$ cat src/rtl/pixel_array_sequencer_if.sv
// Signal bundle between the pixel array sequencer, the pixel array and the frame buffer.
// The master side is the sequencer; the slave side is the array/frame-buffer environment.
interface pixel_array_sequencer_if #(
   parameter int ROWS = 2,
   parameter int COLS = 2,
   parameter int BITS = 8
);
   localparam int RW = (ROWS > 1) ? $clog2(ROWS) : 1;

   logic                   start;
   logic [15:0]            expose_cycles;
   logic                   busy;
   logic                   ERASE;
   logic                   EXPOSE;
   logic                   CONVERT;
   logic [BITS-1:0]        CNT_DATA;
   logic [ROWS-1:0]        READ;
   logic [COLS*BITS-1:0]   ROW_DATA;
   logic [COLS*BITS-1:0]   out_data;
   logic [RW-1:0]          out_row;
   logic                   out_valid;
   logic                   out_ready;
   logic                   frame_done;

   modport master (
      input  start, expose_cycles, ROW_DATA, out_ready,
      output busy, ERASE, EXPOSE, CONVERT, CNT_DATA, READ,
             out_data, out_row, out_valid, frame_done
   );

   modport slave (
      output start, expose_cycles, ROW_DATA, out_ready,
      input  busy, ERASE, EXPOSE, CONVERT, CNT_DATA, READ,
             out_data, out_row, out_valid, frame_done
   );
endinterface

$ cat src/rtl/pixel_array_sequencer.sv
// Frame sequencer for a ROWS x COLS pixel array: erase, expose, ramp-convert, then
// row-by-row readout onto a valid/ready bus toward the frame buffer.
module pixel_array_sequencer #(
   parameter int ROWS      = 2,
   parameter int COLS      = 2,
   parameter int BITS      = 8,
   parameter int ERASE_CYC = 5,
   parameter int GRAY      = 0
) (
   input  logic                    clk,
   input  logic                    reset_n,
   pixel_array_sequencer_if.master bus
);
   localparam int RW = (ROWS > 1) ? $clog2(ROWS) : 1;

   localparam logic [2:0] S_IDLE    = 3'd0;
   localparam logic [2:0] S_ERASE   = 3'd1;
   localparam logic [2:0] S_EXPOSE  = 3'd2;
   localparam logic [2:0] S_CONVERT = 3'd3;
   localparam logic [2:0] S_RD_SEL  = 3'd4;
   localparam logic [2:0] S_RD_CAP  = 3'd5;
   localparam logic [2:0] S_RD_WAIT = 3'd6;

   localparam logic [15:0]   ERASE_LAST = 16'(ERASE_CYC - 1);
   localparam logic [RW-1:0] ROW_LAST   = RW'(ROWS - 1);

   logic [2:0]           state_q, state_d;
   logic [15:0]          cnt_q, cnt_d;
   logic [15:0]          exp_len_q, exp_len_d;
   logic [BITS-1:0]      k_q, k_d;
   logic [RW-1:0]        row_q, row_d;
   logic [COLS*BITS-1:0] out_data_q, out_data_d;
   logic [RW-1:0]        out_row_q, out_row_d;
   logic                 out_valid_q, out_valid_d;
   logic                 frame_done_q, frame_done_d;
   logic [BITS-1:0]      code;
   logic                 read_act;

   always_comb begin
      state_d      = state_q;
      cnt_d        = cnt_q;
      exp_len_d    = exp_len_q;
      k_d          = k_q;
      row_d        = row_q;
      out_data_d   = out_data_q;
      out_row_d    = out_row_q;
      out_valid_d  = out_valid_q;
      frame_done_d = 1'b0;
      case (state_q)
         S_IDLE: begin
            if (bus.start) begin
               // A zero exposure request still gets one EXPOSE cycle.
               exp_len_d = (bus.expose_cycles == 16'd0) ? 16'd1 : bus.expose_cycles;
               cnt_d     = '0;
               state_d   = S_ERASE;
            end
         end
         S_ERASE: begin
            if (cnt_q == ERASE_LAST) begin
               cnt_d   = '0;
               state_d = S_EXPOSE;
            end else begin
               cnt_d = cnt_q + 16'd1;
            end
         end
         S_EXPOSE: begin
            if (cnt_q == exp_len_q - 16'd1) begin
               k_d     = '0;
               state_d = S_CONVERT;
            end else begin
               cnt_d = cnt_q + 16'd1;
            end
         end
         S_CONVERT: begin
            k_d = k_q + 1'b1;
            if (&k_q) begin
               row_d   = '0;
               state_d = S_RD_SEL;
            end
         end
         S_RD_SEL: begin
            state_d = S_RD_CAP;
         end
         S_RD_CAP: begin
            out_data_d  = bus.ROW_DATA;
            out_row_d   = row_q;
            out_valid_d = 1'b1;
            state_d     = S_RD_WAIT;
         end
         S_RD_WAIT: begin
            if (bus.out_ready) begin
               out_valid_d = 1'b0;
               if (row_q == ROW_LAST) begin
                  frame_done_d = 1'b1;
                  state_d      = S_IDLE;
               end else begin
                  row_d   = row_q + 1'b1;
                  state_d = S_RD_SEL;
               end
            end
         end
         default: begin
            state_d = S_IDLE;
         end
      endcase
   end

   always_ff @(posedge clk or negedge reset_n) begin
      if (!reset_n) begin
         state_q      <= S_IDLE;
         cnt_q        <= '0;
         exp_len_q    <= '0;
         k_q          <= '0;
         row_q        <= '0;
         out_data_q   <= '0;
         out_row_q    <= '0;
         out_valid_q  <= 1'b0;
         frame_done_q <= 1'b0;
      end else begin
         state_q      <= state_d;
         cnt_q        <= cnt_d;
         exp_len_q    <= exp_len_d;
         k_q          <= k_d;
         row_q        <= row_d;
         out_data_q   <= out_data_d;
         out_row_q    <= out_row_d;
         out_valid_q  <= out_valid_d;
         frame_done_q <= frame_done_d;
      end
   end

   generate
      if (GRAY != 0) begin : g_gray
         assign code = k_q ^ (k_q >> 1);
      end else begin : g_bin
         assign code = k_q;
      end
   endgenerate

   // Row select is asserted for the settle cycle and the capture cycle only.
   assign read_act = (state_q == S_RD_SEL) || (state_q == S_RD_CAP);

   generate
      for (genvar gi = 0; gi < ROWS; gi++) begin : g_read
         assign bus.READ[gi] = read_act && (row_q == RW'(gi));
      end
   endgenerate

   assign bus.busy       = (state_q != S_IDLE);
   assign bus.ERASE      = (state_q == S_ERASE);
   assign bus.EXPOSE     = (state_q == S_EXPOSE);
   assign bus.CONVERT    = (state_q == S_CONVERT);
   assign bus.CNT_DATA   = (state_q == S_CONVERT) ? code : '0;
   assign bus.out_data   = out_data_q;
   assign bus.out_row    = out_row_q;
   assign bus.out_valid  = out_valid_q;
   assign bus.frame_done = frame_done_q;
endmodule

$ cat src/flat_wrapper.sv
// flat-port wrapper written by rule: the top's interface ports become plain ports
module pixel_array_sequencer_flat 
#(
   parameter int ROWS      = 2,
   parameter int COLS      = 2,
   parameter int BITS      = 8,
   parameter int ERASE_CYC = 5,
   parameter int GRAY      = 0
)
  (clk, reset_n, bus_start, bus_expose_cycles, bus_ROW_DATA, bus_out_ready, bus_busy, bus_ERASE, bus_EXPOSE, bus_CONVERT, bus_CNT_DATA, bus_READ, bus_out_data, bus_out_row, bus_out_valid, bus_frame_done);
  pixel_array_sequencer_if #(.ROWS(ROWS), .COLS(COLS), .BITS(BITS)) bus_i ();
  input  logic clk;
  input  logic reset_n;
  input wire logic [$bits(bus_i.start)-1:0] bus_start;
  input wire logic [$bits(bus_i.expose_cycles)-1:0] bus_expose_cycles;
  input wire logic [$bits(bus_i.ROW_DATA)-1:0] bus_ROW_DATA;
  input wire logic [$bits(bus_i.out_ready)-1:0] bus_out_ready;
  output wire logic [$bits(bus_i.busy)-1:0] bus_busy;
  output wire logic [$bits(bus_i.ERASE)-1:0] bus_ERASE;
  output wire logic [$bits(bus_i.EXPOSE)-1:0] bus_EXPOSE;
  output wire logic [$bits(bus_i.CONVERT)-1:0] bus_CONVERT;
  output wire logic [$bits(bus_i.CNT_DATA)-1:0] bus_CNT_DATA;
  output wire logic [$bits(bus_i.READ)-1:0] bus_READ;
  output wire logic [$bits(bus_i.out_data)-1:0] bus_out_data;
  output wire logic [$bits(bus_i.out_row)-1:0] bus_out_row;
  output wire logic [$bits(bus_i.out_valid)-1:0] bus_out_valid;
  output wire logic [$bits(bus_i.frame_done)-1:0] bus_frame_done;
  assign bus_i.start = bus_start;
  assign bus_i.expose_cycles = bus_expose_cycles;
  assign bus_i.ROW_DATA = bus_ROW_DATA;
  assign bus_i.out_ready = bus_out_ready;
  assign bus_busy = bus_i.busy;
  assign bus_ERASE = bus_i.ERASE;
  assign bus_EXPOSE = bus_i.EXPOSE;
  assign bus_CONVERT = bus_i.CONVERT;
  assign bus_CNT_DATA = bus_i.CNT_DATA;
  assign bus_READ = bus_i.READ;
  assign bus_out_data = bus_i.out_data;
  assign bus_out_row = bus_i.out_row;
  assign bus_out_valid = bus_i.out_valid;
  assign bus_frame_done = bus_i.frame_done;
  pixel_array_sequencer #(.ROWS(ROWS), .COLS(COLS), .BITS(BITS), .ERASE_CYC(ERASE_CYC), .GRAY(GRAY)) u_core (.clk(clk), .reset_n(reset_n), .bus(bus_i));
endmodule
$ cat config.mk
export PLATFORM = sky130hd
export DESIGN_NAME = pixel_array_sequencer_flat
export DESIGN_NICKNAME = d
export VERILOG_FILES = /design/src/rtl/pixel_array_sequencer_if.sv /design/src/rtl/pixel_array_sequencer.sv /design/src/flat_wrapper.sv
export SDC_FILE = /design/constraint.sdc
export NUM_CORES = 1
export LEC_CHECK = 0
export CELL_PAD_IN_SITES_DETAIL_PLACEMENT = 1
export CELL_PAD_IN_SITES_GLOBAL_PLACEMENT = 1
export CORE_MARGIN = 5
export CORE_UTILIZATION = 40
export DETAILED_ROUTE_END_ITERATION = 7
export PLACE_DENSITY_LB_ADDON = 0.25
export SKIP_LAST_GASP = 1
export SLEW_MARGIN = 0
export SYNTH_ARGS = -nofsm -noshare
export SYNTH_HDL_FRONTEND = slang
export SYNTH_SLANG_ARGS = --single-unit
$ cat constraint.sdc
create_clock -name clk -period 3.36 [get_ports clk]
set_input_delay 0.672 -clock clk [delete_from_list [all_inputs] [get_ports clk]]
set_output_delay 0.672 -clock clk [all_outputs]
set_load 0.005 [all_outputs]
==> flow_summary.yaml <==
outcome:
  run_status: "complete, no violations"
cells_and_area:
  diodes: 0
  final_common_cell: "clkdlybuf4s50_1"
  drive_gt1_share_pct: 14.4
  nets: 473
  layoutNonFillerInstCount: 546
  area_growth_syn_to_layout_pct: 28.0
  post-route-util_pct: 53.1
  final_cell_mix: "clkdlybuf4s50_1, dfrtp_1, mux2_2"
drt:
  wl_per_cell_um: 18.0
  drc_errors: 0
  wl_met1_um: 4470
  route.met2.wl_um: 4950
  wl_um: 9850
  highest_layer: "met4"
  drtAntennaViolNets: 0
  viasPerCell: 5.67
  first_pass_iters: 4
  first_iter_violations: 142
  route.vias.total: 3098
  wl_met3_um: 310
timing:
  tns_ns: 0
  fin_crit_ns: 3.16
  fin_skew_ns: 0.00751
  fin_crit_sh_pct: 94.0
  finalHoldWorstSlack_ns: 0.239
  rsz0062_at_grt: "false"
  drv_slew: 0
  slew-limit-headroom_pct: 41.4
  setup_viol: 0
  fmaxAchievable_mhz: 317
  tightest_slew_ns: 0.877
  finalHoldViolCount: 0
  setup_ws_ns: 0.202
floorplan:
  ios: 69
  rows: 34
  die_h_um: 105
  core_sq_um: 8760
  dieArea_sq_um: 11100
  initial_utilization_pct: 41.4
  die_w_um: 105
clock_tree:
  path_clk_slew_ns: 0.08
  clockBufferDepth: 2
  cts-root-buf: "clkbuf_8"
  numCtsBuffers: 9
  clk_latency_ns: 0.34
  cts_setup_buffers: 0
  cts.sinks: 63
  ctsResizeCount: 0
  cts_hold_buffers: 0
  cts_max_level: 3
  cts_tree: "done"
yosys:
  synth_cell_types: 52
  ys_warn_count: 0
  syn_avg_cell_area_sq_um: 9.98
  synth-edff-count: 0
  synthCells: 364
  ys_seq_area_share_pct: 43.4
  synthesis.nets: 404
  yosys_register_bits: 63
  netlist_area_sq_um: 3630
  ys.flop_type: "dfrtp_1"
  synthArstFlopShare_pct: 100
global_route:
  overflow: 0
  grt_first_pass_wirelength_um: 16700
  track_usage_pct: 18.5
  grt_max_degree: 30
  grt_pass1_vias: 3195
  antenna_found_initial: 0
pwr:
  ir_drop_mv: 0.161
  power.density_nw_per_um2: 351
  p_leak_uw: 0.00206
critical_path:
  required_ns: 2.69
  crit_type: "register to primary output"
  critPathArrivalTime_ns: 2.49
  crit_path_end_kind: "primary output"
  cp_max_fo: 14
  start_kind: "register"
placed_design:
  place_ws_ns: 0.264
  dp.cells: 530
  gp_congestion: 0.887
  hpwl_um: 7410
  port_buffers: 68
run:
  max-cap-violations: 0
min_path:
  hold_class: "input port to asynchronous set/reset pin"
[flip-flops by register name, summed over array words and instances, names as in the netlist]
name / count
u_core.bus.frame_done: 1
u_core.bus.out_data: 16
u_core.bus.out_row: 1
u_core.bus.out_valid: 1
u_core.cnt_q: 16
u_core.code: 8
u_core.exp_len_q: 16
u_core.row_q: 1
u_core.state_q: 3
[synthesized netlist by cell type (2+ instances only)]
cell | n | area [sq um]
nor4b_1 | 2 | 17.5
o21a_1 | 3 | 22.5
clkbuf_1 | 15 | 56.3
buf_2 | 3 | 15.0
o32ai_1 | 2 | 17.5
a21o_1 | 5 | 37.5
nand4_1 | 5 | 31.3
nor3b_1 | 5 | 37.5
or3_1 | 4 | 25.0
and2_1 | 9 | 56.3
or4_1 | 15 | 113
mux2_2 | 30 | 338
nand3_1 | 11 | 55.1
o2111ai_1 | 2 | 17.5
nand2_1 | 23 | 86.3
dfrtp_1 | 63 | 1580
and3_1 | 7 | 43.8
a21oi_1 | 18 | 90.1
o31a_1 | 2 | 17.5
buf_6 | 3 | 33.8
xor2_1 | 7 | 61.3
mux2i_1 | 11 | 110
o31ai_1 | 10 | 75.1
a22o_1 | 3 | 26.3
nor4_1 | 11 | 68.8
ha_1 | 4 | 50.1
nor2b_1 | 3 | 18.8
nor2_1 | 12 | 45.0
nand2b_1 | 9 | 56.3
xnor2_1 | 8 | 70.1
o21ai_0 | 11 | 55.1
o21ai_1 | 3 | 15.0
inv_1 | 10 | 37.5
nor3_1 | 17 | 85.1
[per-stage QoR]
stage	instance area [sq um]	power, uW
global route	4650	1700
floorplan	3630	798
global placement	4420	879
finish	4650	1630
detailed placement	4420	883
CTS	4650	1660
[final cells by class]
class | instances | area [sq um]
fillers | 995 | 4110
well taps | 108 | 135
repair buffers | 80 | 766
multi-input cells | 269 | 1900
flip-flops and latches | 63 | 1580
clock buffers | 10 | 138
clock inverters | 6 | 92.6
inverters | 10 | 37.5
[path summary, 6_finish.rpt]
path / from / endpoint / slack (ns) / cells after the start
setup / recovery: u_core.state_q[1] / bus_CNT_DATA[7] / 0.20 / 5
hold / removal: reset_n / u_core.code[3] / 0.24 / 1
setup reg to reg: u_core.exp_len_q[4] / u_core.code[2] / 0.25 / 8
hold reg to reg: u_core.bus.out_data[12] / u_core.bus.out_data[12] / 0.51 / 1
max in group asynchronous: reset_n / u_core.bus.out_data[14] / 2.42 / 2
min in group clk: u_core.bus.out_data[12] / u_core.bus.out_data[12] / 0.51 / 1
[power breakdown]
group          internal (uW)  total (uW)  switching (uW)
combinational           60.3        92.7            32.4
clock                    442         767             325
sequential               767         772            4.79
total                   1270        1630             363
[cells by family (layout without fill, tap and decap cells)]
kind of cell    after synthesis  after routing  share of synthesized area (%)
simple gates                141            141                           22.6
compound gates               68             68                           12.5
flops                        63             63                           43.4
mux                          41             41                           12.3
buf+inv                      32            106                           4.13
xor+xnor                     15             15                           3.62
fa+ha+maj                     4              4                           1.38
[metal layers]
layer | vias to the layer above | global-route usage, %
li1 | 1491 | -
met1 | 1553 | 24.7
met2 | 44 | 30.4
met3 | 10 | 3.00
met4 | 0 | 6.39
met5 | - | 0
[worst max-delay path, cell delays in order, from the launching register on]
cell	delay, ns
dfrtp_1	0.51
inv_1	0.20
or3_1	0.41
inv_1	0.30
and2_1	0.21
clkdlybuf4s50_1	0.50
(Power assumes the default switching activity.)
